$ cat src/rtl/drac_pkg.sv
// Shared core types and sizing constants; holds the SIMD execute-to-writeback
// result record and the default sizing of the SIMD writeback buffer.
package drac_pkg;

    localparam int SIMD_WB_DEPTH        = 4;
    localparam int SIMD_WB_STALL_MARGIN = 2;

    typedef struct packed {
        logic         valid;
        logic [63:0]  pc;
        logic [5:0]   gl_index;
        logic [4:0]   vd;
        logic [5:0]   pvd;
        logic [127:0] vresult;
        logic [1:0]   sew;
        logic         ex_valid;
    } exe_wb_simd_instr_t;

endpackage

$ cat src/rtl/simd_wb_buffer.sv
// In-order result buffer between the SIMD unit and the vector regfile write port.
// Optional SIMD_WB_BYPASS_EN forwards a result straight to the head when the buffer is empty.
module simd_wb_buffer
    import drac_pkg::*;
#(
    parameter int DEPTH        = SIMD_WB_DEPTH,
    parameter int STALL_MARGIN = SIMD_WB_STALL_MARGIN
) (
    input  logic                     clk_i,
    input  logic                     rstn_i,
    input  logic                     flush_i,
    input  exe_wb_simd_instr_t       instruction_simd_i,
    input  logic                     wb_ready_i,
    output exe_wb_simd_instr_t       instruction_simd_o,
    output logic                     stall_o,
    output logic                     full_o,
    output logic                     empty_o,
    output logic [$clog2(DEPTH):0]   count_o
);

    localparam int PW = $clog2(DEPTH);
    localparam int CW = PW + 1;
    localparam logic [CW-1:0] DEPTH_W  = CW'(DEPTH);
    localparam logic [CW-1:0] MARGIN_W = CW'(STALL_MARGIN);

    exe_wb_simd_instr_t mem [DEPTH];
    logic [PW-1:0]      rd_ptr;
    logic [PW-1:0]      wr_ptr;
    logic [CW-1:0]      count;
    logic               is_empty;
    logic               is_full;
    logic               bypass_hit;
    logic               push;
    logic               pop;

    assign is_empty = (count == '0);
    assign is_full  = (count == DEPTH_W);

`ifdef SIMD_WB_BYPASS_EN
    assign bypass_hit = is_empty & instruction_simd_i.valid & ~flush_i;
`else
    assign bypass_hit = 1'b0;
`endif

    // A full buffer may still accept when the head leaves in the same cycle.
    assign pop  = ~flush_i & ~is_empty & wb_ready_i;
    assign push = ~flush_i & instruction_simd_i.valid & (~is_full | pop)
                & ~(bypass_hit & wb_ready_i);

    always_comb begin
        instruction_simd_o       = bypass_hit ? instruction_simd_i : mem[rd_ptr];
        instruction_simd_o.valid = ~flush_i & (~is_empty | bypass_hit);
    end

    assign empty_o = is_empty;
    assign full_o  = is_full;
    assign count_o = count;
    assign stall_o = (DEPTH_W - count) <= MARGIN_W;

    always_ff @(posedge clk_i or negedge rstn_i) begin
        if (!rstn_i) begin
            rd_ptr <= '0;
            wr_ptr <= '0;
            count  <= '0;
        end else if (flush_i) begin
            rd_ptr <= '0;
            wr_ptr <= '0;
            count  <= '0;
        end else begin
            if (push) wr_ptr <= wr_ptr + PW'(1);
            if (pop)  rd_ptr <= rd_ptr + PW'(1);
            case ({push, pop})
                2'b10:   count <= count + CW'(1);
                2'b01:   count <= count - CW'(1);
                default: count <= count;
            endcase
        end
    end

    // Payload storage carries no reset; validity is tracked by count alone.
    always_ff @(posedge clk_i) begin
        if (push) mem[wr_ptr] <= instruction_simd_i;
    end

`ifndef SYNTHESIS
    a_no_push_when_full : assert property (
        @(posedge clk_i) disable iff (!rstn_i)
        !(instruction_simd_i.valid && is_full && !pop && !flush_i)
    ) else $error("simd_wb_buffer: result dropped, push while full");
`endif

endmodule

$ cat config.mk
export PLATFORM = sky130hd
export DESIGN_NAME = simd_wb_buffer
export DESIGN_NICKNAME = d
export VERILOG_FILES = /design/src/rtl/drac_pkg.sv /design/src/rtl/simd_wb_buffer.sv
export SDC_FILE = /design/constraint.sdc
export NUM_CORES = 1
export LEC_CHECK = 0
export ABC_AREA = 1
export BUFFER_PORTS_ARGS = -buffer_cell sky130_fd_sc_hd__buf_4
export CORE_UTILIZATION = 40
export CTS_BUF_LIST = sky130_fd_sc_hd__clkbuf_2 sky130_fd_sc_hd__clkbuf_4 sky130_fd_sc_hd__clkbuf_8
export CTS_CLUSTER_DIAMETER = 120
export DETAILED_ROUTE_END_ITERATION = 6
export GPL_ROUTABILITY_DRIVEN = 0
export PLACE_DENSITY = 0.72
export RECOVER_POWER = 50
export SYNTH_ARGS = -nofsm -noshare
export SYNTH_HDL_FRONTEND = slang
export SYNTH_SLANG_ARGS = --single-unit
$ cat constraint.sdc
create_clock -name clk_i -period 10.64 [get_ports clk_i]
set_input_delay 0 -clock clk_i [delete_from_list [all_inputs] [get_ports clk_i]]
set_output_delay 0 -clock clk_i [all_outputs]
set_load 0.01 [all_outputs]
# Word level (Yosys, flattened, before mapping)
# Memories as Yosys holds them, arrays and structs flattened.
# Cells that the tools add are included.
[classes]
n_reduce_logical = 4
muxes = 8
bitwise = 8
n_addsub = 5
n_eq_ne = 3
magnitude_cmp = 1
[op_table]
columns = ["operator", "count"]
rows = [
  ["$mux 2", 4],
  ["$pmux 3 s2", 1],
  ["$add 2x1->2 const B", 2],
  ["$and 1x1->1", 4],
  ["$reduce_bool 2->1", 2],
  ["$add 3x1->3 const B", 1],
  ["$eq 3x3->1 const B", 1],
  ["$le 3x2->1 const B", 1],
  ["$logic_not 3->1", 1],
  ["$mux 3", 1],
  ["$not 1->1", 3],
  ["$reduce_bool 3->1", 1],
  ["$sub 3x1->3 const B", 1],
  ["$sub 3x3->3 const A", 1],
  ["$eq 2x1->1 const B", 1],
  ["$eq 2x2->1 const B", 1],
  ["$mux 1", 2],
  ["$or 1x1->1", 1],
]
[totals]
in_bits = 217
ramBits = 852
memories = 1
elab_cells = 33
out_inout_bits = 219
ff_bits = 7
[memory_table]
columns = ["memory", "depth", "width", "read_ports", "rd_clocked_by_memory_dff", "write_ports", "line", "rtl"]
rows = [
  ["mem", 4, 213, 1, 0, 1, "simd_wb_buffer.sv:26", "exe_wb_simd_instr_t mem [DEPTH];"],
]

# Depth between registers and ports, before layout
# Gate-level depths: netlist of run 1.
[depth]
depth_word = 9
ltp_mapped = 12
ltp_nobuf = 12

# Worst setup path after synthesis of run 1
# No wires, ideal clock.
[synth_timing]
path_type = "register to register"
from = "reg count[0] (netlist: count_o[0])"
to = "mem mem[0][0] (netlist name) (enable)"
path_buffers = 0
required_ns = 9.851
arrival_time_ns = 10.421
setup_slack_ns = -0.570
synth_period_minus_slack_ns = 11.210
setup_ns = 0.789
stages_incl_launch_ff = 9
path_cell_list = "dfrtp_1 > inv_1 > ha_1 > ha_1 > nor2_1 > nand2_1 > nand2_1 > nand2_1 > nor2_1"
[synth_rtl]
columns = ["item", "line", "rtl"]
rows = [
  ["start, declared", "simd_wb_buffer.sv:29", "logic [CW-1:0] count;"],
  ["start signal, assigned", "simd_wb_buffer.sv:73", "2'b10: count <= count + CW'(1);"],
  ["start signal, assigned", "simd_wb_buffer.sv:74", "2'b01: count <= count - CW'(1);"],
  ["start signal, assigned", "simd_wb_buffer.sv:75", "default: count <= count;"],
  ["end, declared", "simd_wb_buffer.sv:26", ""],
]

==> results.yml, run 1 <==
run:
  maxCapViolations: 6
grt:
  overflow: 0
  use_met3_pct: 5.52
  grt_pass1_wl_um: 128000
  grt_max_degree: 221
  antenna_found_initial: 10
  busiest_layer: "met2"
  grt_pass1_vias: 23256
  use_met2_pct: 34.3
  grt_util_all_layers_pct: 20.2
  use_met1_pct: 23.6
clocking:
  cts_sinks: 855
  post_cts_resize_count: 0
  h-tree-depth: 4
  clk_pin_slew_ns: 0.06
  cts_tree: "yes"
  root_buffer: "clkbuf_8"
  numCtsBuffers: 138
  cts_buffer_depth: 3
  clock_latency_ns: 0.79
yosys:
  synth.area.top_cells: "edfxtp_1, o21ai_0, nor2_1"
  synth-simple-area-share_pct: 5.46
  synth.most_common_cell: "edfxtp_1"
  synth_fa_ha_area_share_pct: 0.379
  synthTopCellsByCount: "edfxtp_1, nor2_1, o21ai_0"
  synth_seq_cells: 855
  yosys-mux-area-fraction_pct: 0
  synth_xor_area_share_pct: 0.0276
  async_reset_ff_share_pct: 0.819
  synth_top_family_by_area: "compound AO/OA/AOI/OAI gates"
  synthesis.area_um2: 31700
  synth_flop_cell: "edfxtp_1"
  synth_cell_types: 22
  synth.net_count: 2344
  yosys.area.top_type: "edfxtp_1"
  ys_seq_area_share_pct: 80.8
  syn_inst: 2118
  ys_warn_count: 0
  synth_edf_count: 848
  yosysTopAreaCellShare_pct: 80.3
  synth_area_per_cell_um2: 15.0
  synth-compound-area-share_pct: 10.9
drt:
  ant_nets: 0
  routedWlPerCell_um: 20.0
  first_pass_iters: 6
  drtIter0Drc: 2005
  drc_errors: 0
  drt_wl_total_um: 83100
  via_per_inst: 5.31
  dr_total_vias: 22091
critical_path:
  start_kind: "flip-flop"
  slowest_stage: "dfrtp_1"
  path_buf_inv: 4
  path_cells: "buf_4, buf_4, buf_4, o21ai_0, o22ai_1, buf_4"
  path_common_cell: "buf_4"
  arrival_ns: 6.01
  crit_fanout: 101
  path_class: "reg2out"
  required_ns: 10.64
  cp-end-kind: "output pin"
  slowest_delay_ns: 1.67
  cp_top_family: "buffers and inverters"
floorplanning:
  die_y_um: 284
  initial_core_util_pct: 40.7
  ioPinCount: 436
  die_area_um2: 80500
  dieWidth_um: 284
  num_rows: 102
  core_area_um2: 78000
timing:
  tightest_slew_ns: 3.09
  fin_ws_ns: 4.63
  max_freq_ghz: 0.166
  setup_tns_ns: 0
  finClkSkew_ns: 0.0318
  hold_viol: 0
  finalMaxSlewViolations: 294
  min_period_ns: 6.01
  max-slew-margin-rel_pct: -106
  min_period_over_period_pct: 56.5
  rsz0062_at_grt: "false"
  setup_violations: 0
power:
  pwr_density_cell_nw_per_um2: 202
  swShare_pct: 29.2
  leakage_nw: 15.1
  power_mw: 8.66
  pwr-share-comb_pct: 21.9
  seq_power_share_pct: 45.8
  internal_power_mw: 6.13
  irDropWorstVdd_mv: 0.144
  clkPwrFrac_pct: 32.3
  p_switching_mw: 2.53
final_layout:
  drive_above_1_share_pct: 21.6
  design_area_um2: 42800
  nets: 3237
  area_growth_pct: 35.0
  fin_util_pct: 55.0
  fillCellCount: 5885
min_path:
  hold_class: "in2reg"
place:
  dp_hpwl_um: 43300
  dp_slack_ns: 6.61
  placed_area_um2: 35900
  io_buffers: 435
run_status:
  status: "finished, violations left"
  violations: "max-capacitance violations, max-slew violations"
worst min-delay path, cell delays in order:
cell,delay [ns]
dlygate4sd3_1,0.53
buf_4,0.13
nor2_1,0.07
nand3_1,0.08
nand2_1,0.05
final cells by class:
class | count | area, um2 | share of cell area (%)
Inverter | 16 | 77.6 | 0.181
Tap cell | 1040 | 1300 | 3.04
Multi-Input combinational cell | 1106 | 5360 | 12.5
Sequential cell | 855 | 25600 | 59.8
Clock buffer | 193 | 2320 | 5.43
Timing Repair Buffer | 894 | 7760 | 18.1
Antenna cell | 7 | 17.5 | 0.0409
Clock inverter | 51 | 372 | 0.867
registers in the layout, indices dropped and copies added, names as in the netlist:
signal,cells
mem,848
rd_ptr,2
wr_ptr,2
count_o,3
repair_timing:
action / in CTS / in global routing
setup buffers: 0 / 0
hold buffers: 434 / 0
endpoints found under the hold margin: 862 / 0
metal layers:
layer / routed length [um] / part of all wire, %
met5: 22 / 0.026
met4: 3200 / 3.8
met3: 6870 / 8.3
met2: 42200 / 51
met1: 30800 / 37
power groups by stage:
stage | Clock [mW] | Combinational (mW) | Sequential, mW
after global routing | 2.99 | 2.03 | 3.97
after detailed placement | 0 | 1.74 | 4.03
after CTS | 2.83 | 1.88 | 3.96
after global placement | 0 | 1.70 | 4.02
after floorplan | 0 | 0.935 | 4.04
final | 2.79 | 1.90 | 3.96
layout by cell type (no fill, tap or decap), types with 6 or more instances in the layout:
master,instances
buf_4,234
edfxtp_1,848
o22ai_1,212
clkbuf_1,14
nand2_1,11
clkinv_1,23
o21ai_1,12
ha_1,8
clkbuf_8,140
dlygate4sd3_1,434
inv_1,13
o21ai_0,414
nand3_1,10
clkbuf_4,264
nor2_1,429
diode_2,7
clkinv_2,12
dfrtp_1,6
path summary, 6_finish.rpt:
check | cells after the start | end | slack [ns] | start
worst max register to register | 10 | mem[2][131]$_DFFE_PP_ | 4.96 | count_o[0]$_DFFE_PN0P_
worst min register to register | 2 | wr_ptr[1]$_DFFE_PN0P_ | 0.56 | wr_ptr[1]$_DFFE_PN0P_
worst min-delay path | 5 | wr_ptr[1]$_DFFE_PN0P_ | 0.11 | flush_i
max in group asynchronous | 3 | rd_ptr[1]$_DFFE_PN0P_ | 10.14 | rstn_i
worst max-delay path | 6 | instruction_simd_o[150] | 4.63 | rd_ptr[0]$_DFFE_PN0P_
min in group asynchronous | 3 | count_o[1]$_DFFE_PN0P_ | 0.23 | rstn_i
logic make-up after synthesis:
family | after synthesis
AOI/OAI and AO/OA | 640
xor gates and xnor gates | 1
adders and majority gates | 9
buffers and inverters | 157
DFF | 855
and+or+nand+nor | 456
metrics by stage:
| step | cells | hold WS [ns] |
|---|---|---|
| final | 4162 | 0.106 |
| after floorplan | 2118 | -0.296 |
| after detailed placement | 3477 | -0.180 |
| after global routing | 4162 | 0.0712 |
| after global placement | 3477 | -0.183 |
| after CTS | 4155 | 0.0171 |
(Power assumes the default switching activity.)
==> run 2: changes to the inputs <==
- ABC_AREA: 1 -> 0
- PLACE_DENSITY: 0.72 -> 0.7
- clock period: 10.64 -> 5.9 ns (I/O delays scaled with it)
==> run 2 against run 1 <==
  * The flow still finishes with violations (max-capacitance violations, max-slew violations)
  * Worst hold slack better by 0.0055 ns
  * First-iteration DRC count shrank 55%
  * Sequential share of layout area grew 0.63 points
  * Die area down 1.8%
  * Synthesized area down 1.8%
  * Final cell count fell by 21%
  * Clock power up 71%
  * Routed wire length is 19% lower
  * Non-clock buffer count is 15 lower
  * Combinational power is 45% higher
  * Design area decreased by 1.0%
  * Critical path type unchanged
  * Highest routed layer unchanged
==> results.yml, run 2 <==
critical_path:
  r2r-end: "mem[3][158]$_DFFE_PP_"
  slowest_delay_ns: 1.83
  arrival_ns: 4.15
  path_class: "reg2out"
  r2r_cells: 7
  r2r-start: "count_o[0]$_DFFE_PN0P_"
  cp-end-kind: "output pin"
  regToRegSetupSlack_ns: 2.29
  slowest_stage: "dfrtp_1"
  crit_fanout: 87
  crit_path_start: "rd_ptr[0]$_DFFE_PN0P_"
  path_cells: "buf_12, mux4_2, buf_4"
  required_ns: 5.90
  start_kind: "flip-flop"
yosys:
  ys_seq_area_share_pct: 82.3
  synth.most_common_cell: "edfxtp_1"
  synth_fa_ha_area_share_pct: 0.385
  yosysTopAreaCellShare_pct: 81.7
  yosys.area.top_type: "edfxtp_1"
  synthTopCellsByCount: "edfxtp_1, mux4_2, buf_2"
  synth_edf_count: 848
  synth_xor_area_share_pct: 0.0562
  yosys-mux-area-fraction_pct: 15.5
  synth_area_per_cell_um2: 26.6
  synthesis.area_um2: 31200
  synth_flop_cell: "edfxtp_1"
  synth_top_family_by_area: "multiplexers"
  synth-simple-area-share_pct: 0.438
  async_reset_ff_share_pct: 0.819
  ys_warn_count: 0
  synth_cell_types: 27
  synth.area.top_cells: "edfxtp_1, mux4_2, buf_6"
  synth.net_count: 1397
  synth_seq_cells: 855
  synth-compound-area-share_pct: 0.145
  syn_inst: 1171
final_layout:
  fillCellCount: 5732
  fin_util_pct: 55.4
  drive_above_1_share_pct: 37.9
  largest-register: "mem"
  nets: 2368
  final_cell_mix: "edfxtp_1, dlygate4sd3_1, clkbuf_4, mux4_2, buf_4"
  seqCellArea_um2: 25600
  area_growth_pct: 36.1
  multiInputGateArea_um2: 5150
  largest_reg_flops: 848
  mostFrequentLayoutCell: "edfxtp_1"
timing:
  finClkSkew_ns: 0.0251
  hold_viol: 0
  max-slew-margin-rel_pct: -46.8
  setup_violations: 0
  max_freq_ghz: 0.241
  min_period_over_period_pct: 70.3
  rsz0062_at_grt: "false"
  finalMaxSlewViolations: 33
  setup_tns_ns: 0
  min_period_ns: 4.15
  tightest_slew_ns: 2.20
grt:
  grt_max_degree: 115
  grt_pass1_vias: 17396
  antenna_found_initial: 11
  grt_pass1_wl_um: 102000
  grt_util_all_layers_pct: 17.3
  overflow: 0
min_path:
  hp-start: "flush_i"
  hold_class: "in2reg"
  min_path_cells: 3
  holdPathEnd: "rd_ptr[1]$_DFFE_PN0P_"
clocking:
  h-tree-depth: 4
  post_cts_resize_count: 0
  post_cts_buffers: 0
  cts_buffer_depth: 3
  numCtsBuffers: 140
  clock_latency_ns: 0.75
  clk_pin_slew_ns: 0.06
  cts_sinks: 855
  cts_tree: "yes"
  root_buffer: "clkbuf_8"
place:
  dp_hpwl_um: 37900
  io_buffers: 435
floorplanning:
  die_y_um: 281
  ioPinCount: 436
  initial_core_util_pct: 40.7
  dieWidth_um: 281
  core_area_um2: 76600
  num_rows: 101
  die_area_um2: 79000
power:
  leakage_nw: 14.3
  clkPwrFrac_pct: 32.5
  internal_power_mw: 11.1
  p_switching_mw: 3.66
  irDropWorstVdd_mv: 0.237
  pwr-share-comb_pct: 18.7
  swShare_pct: 24.9
  power_mw: 14.7
  pwr_density_cell_nw_per_um2: 347
  seq_power_share_pct: 48.8
drt:
  drc_errors: 0
  drtIter0Drc: 901
  ant_nets: 0
  routedWlPerCell_um: 20.7
  drt_wl_total_um: 67700
  via_per_inst: 4.86
  dr_total_vias: 15904
  first_pass_iters: 5
run_status:
  status: "finished, violations left"
  violations: "max-capacitance violations, max-slew violations"
run:
  maxCapViolations: 1
[run 2: changes by cell type after synthesis, sizes merged, moves of 3 or more]
cell    delta
nor2     -425
nand2     -10
o22ai    -212
nand2b     +5
mux4     +212
o21ai    -426
and2       +4
nand3      -9
clkbuf    -88
buf        -3
nand4      -3
inv        -7
[run 2: stage by stage]
step | setup WS, ns | cells | instance area, um2 | hold WS (ns)
6_report | 1.75 | 3274 | 42400 | 0.111
5_1_grt | 1.30 | 3274 | 42400 | 0.0646
4_1_cts | 2.25 | 3265 | 42500 | 0.000338
3_5_place_dp | 2.29 | 2604 | 35700 | -0.176
3_3_place_gp | 2.41 | 2604 | 35700 | -0.178
2_1_floorplan | 1.18 | 1171 | 31200 | -0.296
[run 2: final cells by class]
cell class                 count  area share (%)
clock inverter                49           0.685
tap                         1030            3.04
multi-input combinational    258            12.1
clock buffer                 186            5.40
antenna                        9          0.0531
sequential                   855            60.5
inverter                       8          0.0708
timing repair buffer         879            18.1
[run 2: per-layer routing]
layer	global-route usage [%]	wire, um
met3	5.87	5790
met4	5.73	1310
met2	28.5	34100
met5	0	10
met1	21.4	26500
[run 2: kinds of logic after synthesis]
| family | count (synthesis) |
|---|---|
| XOR/XNOR | 2 |
| flip-flops | 855 |
| buffers and inverters | 58 |
| multiplexers | 216 |
| AO/OA/AOI/OAI | 6 |
| AND/OR/NAND/NOR | 25 |
| adder cells (fa/ha/maj) | 9 |
[run 2: what timing repair did]
item / in CTS / in global routing
hold buffers: 426 / 0
endpoints found under the setup margin: 0 / 0
hold endpoints to repair: 862 / 0
[run 2: worst max-delay path, delay by kind of cell, from the launching register on]
kind                   cells  cell delay (ns)
buffers and inverters      2             0.76
DFF                        1             1.83
muxes                      1             0.61
[run 2: worst max-delay path by stage]
| stage | endpoint | slack [ns] | cells after the start |
|---|---|---|---|
| final | instruction_simd_o[179] | 1.75 | 3 |
| after global routing | instruction_simd_o[179] | 1.30 | 3 |
| after CTS | mem[3][158]$_DFFE_PP_ | 2.25 | 7 |
| after detailed placement | mem[3][25]$_DFFE_PP_ | 2.29 | 7 |
| after global placement | mem[3][50]$_DFFE_PP_ | 2.41 | 7 |
| after floorplan | mem[0][0]$_DFFE_PP_ | 1.18 | 7 |
[run 2: power by group through the flow]
stage                     combinational (mW)  clock [mW]  sequential [mW]
after floorplan                         1.47           0             7.25
after global placement                  2.58           0             7.28
after detailed placement                2.60           0             7.31
after CTS                               2.84        4.91             7.18
after global routing                    2.95        5.18             7.20
final                                   2.76        4.78             7.17
